`config.mk`:
```
export PLATFORM = sky130hd
export DESIGN_NAME = mem_arbiter
export DESIGN_NICKNAME = d
export VERILOG_FILES = /design/src/rtl/mem_arbiter_pkg.sv /design/src/rtl/mem_arbiter.sv
export SDC_FILE = /design/constraint.sdc
export NUM_CORES = 1
export LEC_CHECK = 0
export CORE_AREA = 3 3 295 297
export CTS_CLUSTER_DIAMETER = 80
export DETAILED_ROUTE_END_ITERATION = 8
export DIE_AREA = 0 0 298 300
export MAX_ROUTING_LAYER = met4
export PLACE_DENSITY_LB_ADDON = 0.08
export SLEW_MARGIN = 0
export SYNTH_ARGS = -nofsm -noshare
export SYNTH_HDL_FRONTEND = slang
export SYNTH_SLANG_ARGS = --single-unit
```
`constraint.sdc`:
```
create_clock -name clk -period 2.3 [get_ports clk]
set_input_delay 0.23 -clock clk [delete_from_list [all_inputs] [get_ports clk]]
set_output_delay 0.23 -clock clk [all_outputs]
set_load 0.02 [all_outputs]
```
`src/rtl/mem_arbiter_pkg.sv`:
```
// mem_arbiter_pkg
//   Shared types for the main-memory arbiter: controller state encoding,
//   requester identity, default refill-line width and the round-robin picker.
package mem_arbiter_pkg;

  localparam int LINE_W_DEF = 256;

  typedef enum logic [1:0] {
    IDLE  = 2'd0,
    ISSUE = 2'd1,
    WAIT  = 2'd2,
    DONE  = 2'd3
  } arb_state_e;

  typedef enum logic {
    REQ_IC = 1'b0,
    REQ_D  = 1'b1
  } req_e;

  // A lone request always wins; on a tie the requester not served last wins.
  function automatic req_e rr_pick(input logic ic_req, input logic d_req,
                                   input req_e last_gnt);
    if (ic_req && d_req) begin
      return (last_gnt == REQ_IC) ? REQ_D : REQ_IC;
    end else if (d_req) begin
      return REQ_D;
    end else begin
      return REQ_IC;
    end
  endfunction

endpackage

```
`src/rtl/mem_arbiter.sv`:
```
// mem_arbiter
//   Shares the single main-memory port between the icache line refill and the
//   CPU data port. Round-robin grant, drives the active-low memory strobes,
//   waits out mem_hold_i / mem_line_done_i, latches returned data and pulses
//   the winner's done. A transfer that never completes is aborted after
//   TIMEOUT wait cycles (TIMEOUT must be 1..65535) and flagged with err_o.
//
// Ports
//   clk, reset_n            clock (rising edge), async active-low reset
//   ic_req_i/ic_addr_i      icache refill request and line address
//   ic_line_o/ic_done_o     refilled line, completion pulse
//   d_req_i/d_we_n_i/d_bw_i data request, 0=write, byte-write select
//   d_addr_i/d_wdata_i      data address / write data
//   d_rdata_o/d_done_o      read data, completion pulse
//   err_o                   abort pulse, coincides with the aborted done
//   mem_*_o                 memory strobes (active-low), bw, address, wdata
//   mem_rdata_i/mem_line_i  memory word / line read data
//   mem_hold_i              memory busy
//   mem_line_done_i         line read complete
//
// state | meaning
// IDLE  | sample requests, grant round-robin
// ISSUE | strobes driven for the granted transfer, hold ignored
// WAIT  | strobes held, waiting for completion or timeout
// DONE  | strobes released, winner's done (and err on abort) pulsed
module mem_arbiter
  import mem_arbiter_pkg::*;
#(
  parameter int TIMEOUT = 64,
  parameter int LINE_W  = LINE_W_DEF
) (
  input  logic              clk,
  input  logic              reset_n,
  input  logic              ic_req_i,
  input  logic [31:0]       ic_addr_i,
  output logic [LINE_W-1:0] ic_line_o,
  output logic              ic_done_o,
  input  logic              d_req_i,
  input  logic              d_we_n_i,
  input  logic              d_bw_i,
  input  logic [31:0]       d_addr_i,
  input  logic [31:0]       d_wdata_i,
  output logic [31:0]       d_rdata_o,
  output logic              d_done_o,
  output logic              err_o,
  output logic              mem_ce_n_o,
  output logic              mem_oe_n_o,
  output logic              mem_we_n_o,
  output logic              mem_mr_n_o,
  output logic              mem_bw_o,
  output logic [31:0]       mem_addr_o,
  output logic [31:0]       mem_wdata_o,
  input  logic [31:0]       mem_rdata_i,
  input  logic [LINE_W-1:0] mem_line_i,
  input  logic              mem_hold_i,
  input  logic              mem_line_done_i
);

  localparam logic [15:0] TO_LAST = 16'(TIMEOUT - 1);

  arb_state_e        state_q, state_d;
  req_e              last_gnt_q, last_gnt_d;
  req_e              gnt_q, gnt_d;
  logic              is_wr_q, is_wr_d;
  logic              ce_n_q, ce_n_d;
  logic              oe_n_q, oe_n_d;
  logic              we_n_q, we_n_d;
  logic              mr_n_q, mr_n_d;
  logic              bw_q, bw_d;
  logic [31:0]       addr_q, addr_d;
  logic [31:0]       wdata_q, wdata_d;
  logic [31:0]       rdata_q, rdata_d;
  logic [LINE_W-1:0] line_q, line_d;
  logic              ic_done_q, ic_done_d;
  logic              d_done_q, d_done_d;
  logic              err_q, err_d;
  logic [15:0]       wait_cnt_q, wait_cnt_d;
  logic              xfer_done;
  logic              timed_out;

  // Line refills are always line-aligned, so the low address bits are dropped.
  logic unused_ic_addr_lsbs;
  assign unused_ic_addr_lsbs = ^ic_addr_i[4:0];

  always_comb begin
    state_d    = state_q;
    last_gnt_d = last_gnt_q;
    gnt_d      = gnt_q;
    is_wr_d    = is_wr_q;
    ce_n_d     = ce_n_q;
    oe_n_d     = oe_n_q;
    we_n_d     = we_n_q;
    mr_n_d     = mr_n_q;
    bw_d       = bw_q;
    addr_d     = addr_q;
    wdata_d    = wdata_q;
    rdata_d    = rdata_q;
    line_d     = line_q;
    wait_cnt_d = wait_cnt_q;
    ic_done_d  = 1'b0;
    d_done_d   = 1'b0;
    err_d      = 1'b0;

    xfer_done = (gnt_q == REQ_IC) ? mem_line_done_i : ~mem_hold_i;
    timed_out = (wait_cnt_q == TO_LAST);

    case (state_q)
      IDLE: begin
        if (ic_req_i || d_req_i) begin
          gnt_d   = rr_pick(ic_req_i, d_req_i, last_gnt_q);
          state_d = ISSUE;
          ce_n_d  = 1'b0;
          // Strobes are registered, so they are loaded here to be valid in ISSUE.
          if (gnt_d == REQ_IC) begin
            is_wr_d = 1'b0;
            oe_n_d  = 1'b0;
            we_n_d  = 1'b1;
            mr_n_d  = 1'b0;
            bw_d    = 1'b0;
            addr_d  = {ic_addr_i[31:5], 5'b0};
            wdata_d = 32'h0;
          end else begin
            is_wr_d = ~d_we_n_i;
            oe_n_d  = ~d_we_n_i;
            we_n_d  = d_we_n_i;
            mr_n_d  = 1'b1;
            bw_d    = d_bw_i;
            addr_d  = d_addr_i;
            wdata_d = d_we_n_i ? 32'h0 : d_wdata_i;
          end
        end
      end

      ISSUE: begin
        state_d    = WAIT;
        wait_cnt_d = 16'h0;
      end

      WAIT: begin
        // Completion wins over timeout when both land on the same cycle.
        if (xfer_done || timed_out) begin
          state_d    = DONE;
          last_gnt_d = gnt_q;
          err_d      = ~xfer_done;
          wait_cnt_d = 16'h0;
          if (gnt_q == REQ_IC) begin
            ic_done_d = 1'b1;
          end else begin
            d_done_d = 1'b1;
          end
          if (xfer_done) begin
            if (gnt_q == REQ_IC) begin
              line_d = mem_line_i;
            end else if (!is_wr_q) begin
              rdata_d = mem_rdata_i;
            end
          end
          ce_n_d  = 1'b1;
          oe_n_d  = 1'b1;
          we_n_d  = 1'b1;
          mr_n_d  = 1'b1;
          bw_d    = 1'b0;
          addr_d  = 32'h0;
          wdata_d = 32'h0;
        end else if (wait_cnt_q != 16'hFFFF) begin
          wait_cnt_d = wait_cnt_q + 16'h1;
        end
      end

      DONE: begin
        state_d = IDLE;
      end

      default: begin
        state_d = IDLE;
      end
    endcase
  end

  always_ff @(posedge clk or negedge reset_n) begin
    if (!reset_n) begin
      state_q    <= IDLE;
      last_gnt_q <= REQ_D;
      gnt_q      <= REQ_IC;
      is_wr_q    <= 1'b0;
      ce_n_q     <= 1'b1;
      oe_n_q     <= 1'b1;
      we_n_q     <= 1'b1;
      mr_n_q     <= 1'b1;
      bw_q       <= 1'b0;
      addr_q     <= 32'h0;
      wdata_q    <= 32'h0;
      rdata_q    <= 32'h0;
      line_q     <= '0;
      ic_done_q  <= 1'b0;
      d_done_q   <= 1'b0;
      err_q      <= 1'b0;
      wait_cnt_q <= 16'h0;
    end else begin
      state_q    <= state_d;
      last_gnt_q <= last_gnt_d;
      gnt_q      <= gnt_d;
      is_wr_q    <= is_wr_d;
      ce_n_q     <= ce_n_d;
      oe_n_q     <= oe_n_d;
      we_n_q     <= we_n_d;
      mr_n_q     <= mr_n_d;
      bw_q       <= bw_d;
      addr_q     <= addr_d;
      wdata_q    <= wdata_d;
      rdata_q    <= rdata_d;
      line_q     <= line_d;
      ic_done_q  <= ic_done_d;
      d_done_q   <= d_done_d;
      err_q      <= err_d;
      wait_cnt_q <= wait_cnt_d;
    end
  end

  assign mem_ce_n_o  = ce_n_q;
  assign mem_oe_n_o  = oe_n_q;
  assign mem_we_n_o  = we_n_q;
  assign mem_mr_n_o  = mr_n_q;
  assign mem_bw_o    = bw_q;
  assign mem_addr_o  = addr_q;
  assign mem_wdata_o = wdata_q;
  assign d_rdata_o   = rdata_q;
  assign ic_line_o   = line_q;
  assign ic_done_o   = ic_done_q;
  assign d_done_o    = d_done_q;
  assign err_o       = err_q;

endmodule

```
==> out/summary.txt, run 1 <==
Status: complete, no violations
CP Launch Type: flop
Post-Syn Area: 14,800 sq um
DR WL/cell: 20.3 um
Detail Route Antenna Nets: 0
FP Rows: 107
Detailed Routing Iterations Pass 1: 4
Minimum clock period: 2.08 ns
CTS sink count: 381
Internal power: 23.3 mW
Multi-input gate area: 4970 sq um
Setup TNS: 0 ns
VDD IR-drop max: 0.701 mV
Post-CTS sizing: 0
Post-synth top area share: 63.7%
Commonest non-fill, non-tap cells in the layout: 745 x clkdlybuf4s50_1, 376 x dfrtp_1, 288 x mux2_2
P_sw: 12.9 mW
Most common flop cell mapped by yosys: dfrtp_1
Synthesized flop and latch total: 381
Area leader, netlist: dfrtp_1
Gate Count Post-Synth: 960
Sequential fraction of the synthesis area: 64.6%
Worst Path Arrival: 2.59 ns
Layout cells sized above 1: 24.1%
Routability cong.: 0.763
Pwr/cell area: 1400 nW/um^2
RSZ-0062 raised after global routing: false
Starting Density: 17.4%
Leakage power: 10.7 nW
Die footprint: 89,400 sq um
Worst-margin pin slew: 0.604 ns
Maximum clock insertion buffer count: 3
Wire length on met3: 4.79 mm
R2R Setup Slk: 0.22 ns
Vias per cell: 3.78
Fin crit share: 90.5%
Net Sw Frac: 35.7%
Root buf cell: clkbuf_16
Final hold vios: 0
Die Span Y: 300 um
Largest net degree at the start of global routing: 73
Number of fill cells: 8,695
Critical path peak fanout: 8
Slew Limit Fails: 0
Final setup viols: 0
Commonest non-fill, non-tap cell in the layout: clkdlybuf4s50_1
Gr ovfl total: 0
1st-iter DRT viols: 411
Met2 WL post-DR: 33.0 mm
Vias in the first global route: 12,429
Required time worst endpoint: 2.81 ns
Syn. warnings: 0
Synth Area per Inst: 15.4 sq um
Gr usage total: 13.3%
Half-perimeter wire length after placement: 46.1 mm
Final setup skew: 0.0165 ns
Sequential fraction of design power: 31.3%
Library cells used by synthesis: 46
Hold Path Class: primary input to async pin
FF/Latch Area: 9540 sq um
DRC viols: 0
Nets@finish: 2,150
Synth top area cells: dfrtp_1 64%, mux2_2 22%, a22o_1 2.3%
CTS tree: built
Max-cap check violation count: 0
Area growth syn-to-layout: 74.6%
Clk_lat worst skew: 0.57 ns
Clk pwr share: 21.7%
M1 wire length: 20.9 mm
# IOs: 752
Post-Route WL: 59.7 mm
Ys async rst share: 100%
Core Box Area: 84,900 sq um
CTS Buf Count: 51
Relative slew slack: 59.6%
Initial antenna violation count: 10
PortBufs: 746
Hold slack: 0.148 ns
First-pass GRT wire length: 86.3 mm
Post-Syn Nets: 1,356
Worst-path clk slew: 0.06 ns
Setup CP Type: flop to flop
Overall die width: 298 um
Highest routed metal layer: met4
F_max: 481 MHz
PnR Total Power: 36.2 mW
Number of flops mapped to enable cells by yosys: 0
Combinational Power Share: 47.0%
CP Capture Type: flop
DR vias: 11,143
H-tree depth: 2
-- through the flow --
| step | utilization [%] | area, sq um | instances | worst slack [ns] |
|---|---|---|---|---|
| after global placement | 28.4 | 24100 | 2844 | 0.0787 |
| after floorplan | - | 14800 | 960 | 0.347 |
| final | 30.4 | 25800 | 2946 | 0.219 |
| after detailed placement | 28.4 | 24100 | 2844 | 0.143 |
| after CTS | 30.3 | 25800 | 2936 | 0.181 |
| after global routing | 30.4 | 25800 | 2946 | 0.0415 |
-- synthesized netlist by cell type (all sizes together) (6+ instances only) --
cell	n
dfrtp	376
o2bb2ai	28
a21oi	11
buf	42
o21ai	11
nor2	16
mux2	288
a22o	39
inv	8
nand3	19
or4	6
clkbuf	11
nand2	17
mux2i	28
-- what timing repair did --
item                                    CTS  global route
hold endpoints to repair                140             0
endpoints found under the setup margin    0             0
setup buffers                             0             0
hold buffers                              1             0
-- registers in the layout, summed over array words and instances, names as in the netlist --
| register | flops |
|---|---|
| is_wr_q | 1 |
| ic_line_o | 256 |
| gnt_q | 1 |
| err_o | 1 |
| mem_ce_n_o | 1 |
| mem_wdata_o | 32 |
| mem_we_n_o | 1 |
| mem_bw_o | 1 |
| d_rdata_o | 32 |
| d_done_o | 1 |
| mem_addr_o | 32 |
| ic_done_o | 1 |
| wait_cnt_q | 16 |
| mem_mr_n_o | 1 |
| last_gnt_q | 1 |
| state_q | 2 |
| mem_oe_n_o | 1 |
-- routing by layer --
layer | GRT usage (%) | up-vias
met1 | 13.2 | 5588
met4 | 3.18 | 0
met2 | 24.7 | 395
li1 | - | 5094
met5 | - | -
met3 | 4.70 | 66
-- cells by family (layout without fill, tap and decap cells) --
group	count (synthesis)	in the layout	share of synthesized area, %
flip-flops	381	381	64.6
AO/OA/AOI/OAI	107	107	5.75
other	0	10	0
adder cells (fa/ha/maj)	4	4	0.339
multiplexers	316	316	23.9
buffers and inverters	61	893	1.96
AND/OR/NAND/NOR	91	91	3.48
-- power by group through the flow --
stage,Combinational (mW),Sequential [mW],Clock [mW]
2_1_floorplan,4.41,15.0,0
5_1_grt,18.0,11.7,8.52
3_3_place_gp,17.3,11.3,0
4_1_cts,17.4,11.4,8.25
6_report,17.0,11.3,7.86
3_5_place_dp,17.4,11.4,0
-- critical path, cell delays in order, from the launching register on --
cell and delay, ns:
dfrtp_1 0.40, inv_1 0.08, ha_1 0.31, o21ai_0 0.14
buf_4 0.17, nand2b_1 0.27, or4_1 0.55, nand3_1 0.09
-- path summary, 6_finish.rpt --
| kind | startpoint | to | cells past startpoint |
|---|---|---|---|
| min reg2reg | mem_we_n_o | mem_we_n_o | 2 |
| min | reset_n | d_rdata_o[22] | 2 |
| max | state_q[0] | wait_cnt_q[14] | 7 |
| max in group asynchronous | reset_n | ic_line_o[225] | 4 |
| max reg2reg | state_q[0] | wait_cnt_q[14] | 7 |
| min in group clk | d_wdata_i[22] | mem_wdata_o[22] | 2 |
-- final cells by class --
cell class	instances	area share, %
clock buffers	76	5.91
flip-flops and latches	381	37.0
diodes	10	0.0971
multi-input cells	518	19.3
well taps	1144	5.55
repair buffers	794	31.5
inverters	8	0.116
clock inverters	15	0.515
(Power assumes the default switching activity.)
==> inputs of run 2 (changes only) <==
SKIP_CTS_REPAIR_TIMING = 1   (was not set)
==> run 2 against run 1 <==
Against the previous run: clock-buffer cell count did not move; worst setup slack improved by 0.0021 ns; utilization did not move; largest power group unchanged; highest routed layer unchanged; critical endpoint unchanged; hold slack got worse by 0.0043 ns; flip-flop and latch count did not move.
==> out/summary.txt, run 2 (same netlist as run 1, synthesis figures left out) <==
Min setup slack post-route: 0.222 ns (+0.00205 ns)
PortBufs: 746 (unchanged)
Required time worst endpoint: 2.81 ns (about the same)
DR vias: 11,143 (unchanged)
Initial antenna violation count: 10 (unchanged)
Max-cap check violation count: 0 (unchanged)
Commonest non-fill, non-tap cell in the layout: clkdlybuf4s50_1
Worst stage delay on the critical path: 0.55 ns (about the same)
Largest net degree at the start of global routing: 73 (unchanged)
CTS Buf Count: 51 (unchanged)
Hold Path Class: primary input to async pin
Final setup viols: 0 (unchanged)
Gr ovfl total: 0 (unchanged)
Half-perimeter wire length after placement: 46.1 mm (unchanged)
H-tree depth: 2 (unchanged)
Die footprint: 89,400 sq um (unchanged)
Worst path slowest cell: or4_1
DRC viols: 0 (unchanged)
Vias per cell: 3.78 (unchanged)
Max FFs per register: 256 (unchanged)
CTS tree: built
Post-Route WL: 59.7 mm (about the same)
Crit-path cells: inv_1 -> ha_1 -> o21ai_0 -> buf_4 -> nand2b_1 -> or4_1 -> nand3_1
RSZ-0062 raised after global routing: false
Starting Density: 17.4% (unchanged)
Detail Route Antenna Nets: 0 (unchanged)
CP Launch Type: flop
Multi-input gate area: 4970 sq um (unchanged)
Area growth syn-to-layout: 74.6% (unchanged)
Fin crit share: 90.4% (about the same)
Setup CP Type: flop to flop
Detailed Routing Iterations Pass 1: 4 (unchanged)
Final setup skew: 0.0165 ns (+0.0000164 ns)
DR WL/cell: 20.3 um (about the same)
Vias in the first global route: 12,421 (-0.064%)
Minimum clock period: 2.08 ns (-0.00205 ns)
Clk_lat worst skew: 0.57 ns (about the same)
Worst-margin pin slew: 0.604 ns (unchanged)
CTS sink count: 381 (unchanged)
Nets@finish: 2,150 (unchanged)
Status: complete, no violations
Gr usage total: 13.3% (about the same)
FP Rows: 107 (unchanged)
Relative slew slack: 59.6% (unchanged)
Hold slack: 0.143 ns (-0.00427 ns)
Worst-path clk slew: 0.06 ns (about the same)
Commonest non-fill, non-tap cells in the layout: 745 x clkdlybuf4s50_1, 376 x dfrtp_1, 288 x mux2_2
Number of fill cells: 8,695 (unchanged)
F_max: 481 MHz (about the same)
VDD IR-drop max: 0.701 mV (unchanged)
# IOs: 752 (unchanged)
Die Span Y: 300 um (unchanged)
FF/Latch Area: 9540 sq um (unchanged)
Slew Limit Fails: 0 (unchanged)
Critical path peak fanout: 8 (unchanged)
Worst Path Arrival: 2.58 ns (about the same)
First-pass GRT wire length: 86.3 mm (about the same)
Final hold vios: 0 (unchanged)
1st-iter DRT viols: 411 (unchanged)
Setup TNS: 0 ns (unchanged)
Pre-CTS setup slack: 0.143 ns (unchanged)
Pwr/cell area: 1400 nW/um^2 (about the same)
Core Box Area: 84,900 sq um (unchanged)
Overall die width: 298 um (unchanged)
Layout cells sized above 1: 24.1% (unchanged)
Root buf cell: clkbuf_16
Maximum clock insertion buffer count: 3 (unchanged)
CP Capture Type: flop
Leakage power: 10.7 nW (unchanged)
Routability cong.: 0.763 (unchanged)
[run 2: cell counts in the layout (fill, tap and decap cells not counted)]
Identical to the previous run, type by type.
[run 2: cell type report]
type | count | share of cell area (%)
Clock inverter | 15 | 0.515
Timing Repair Buffer | 794 | 31.5
Clock buffer | 76 | 5.91
Multi-Input combinational cell | 518 | 19.3
Antenna cell | 10 | 0.0971
Sequential cell | 381 | 37.0
Tap cell | 1144 | 5.55
Inverter | 8 | 0.116
[run 2: metrics by stage]
step / instances / instance area [sq um] / power (mW) / util, %
finish: 2946 / 25800 / 36.2 / 30.4
global route: 2946 / 25800 / 38.2 / 30.4
CTS: 2935 / 25700 / 37.0 / 30.3
detailed placement: 2844 / 24100 / 28.8 / 28.4
global placement: 2844 / 24100 / 28.7 / 28.4
floorplan: 960 / 14800 / 19.4 / -
[run 2: path summary, 6_finish.rpt]
path	depth (start not counted)	slack [ns]	startpoint	endpoint
min in group clk	2	0.26	d_wdata_i[22]	mem_wdata_o[22]
max reg2reg	7	0.22	state_q[0]	wait_cnt_q[14]
max	7	0.22	state_q[0]	wait_cnt_q[14]
min reg2reg	2	0.46	mem_we_n_o	mem_we_n_o
max in group asynchronous	4	1.31	reset_n	ic_line_o[225]
min	2	0.14	reset_n	d_rdata_o[22]
[run 2: power breakdown]
group | internal, mW | switching (mW) | leakage [nW]
clock network | 4.77 | 3.09 | 0.827
registers | 9.79 | 1.53 | 4.70
logic | 8.69 | 8.31 | 5.14
[run 2: layer usage]
layer	vias to the layer above	wire length, um	global-route usage [%]
li1	5095	-	-
met1	5587	20900	13.2
met2	395	33000	24.7
met3	66	4800	4.71
met4	0	1000	3.18
met5	-	0	-
[run 2: critical path: cells and delay by family, from the launching register on]
kind | cells | cell delay, ns
AOI/OAI and AO/OA | 1 | 0.14
adders and majority gates | 1 | 0.31
buffers and inverters | 2 | 0.25
DFF | 1 | 0.40
and+or+nand+nor | 3 | 0.90
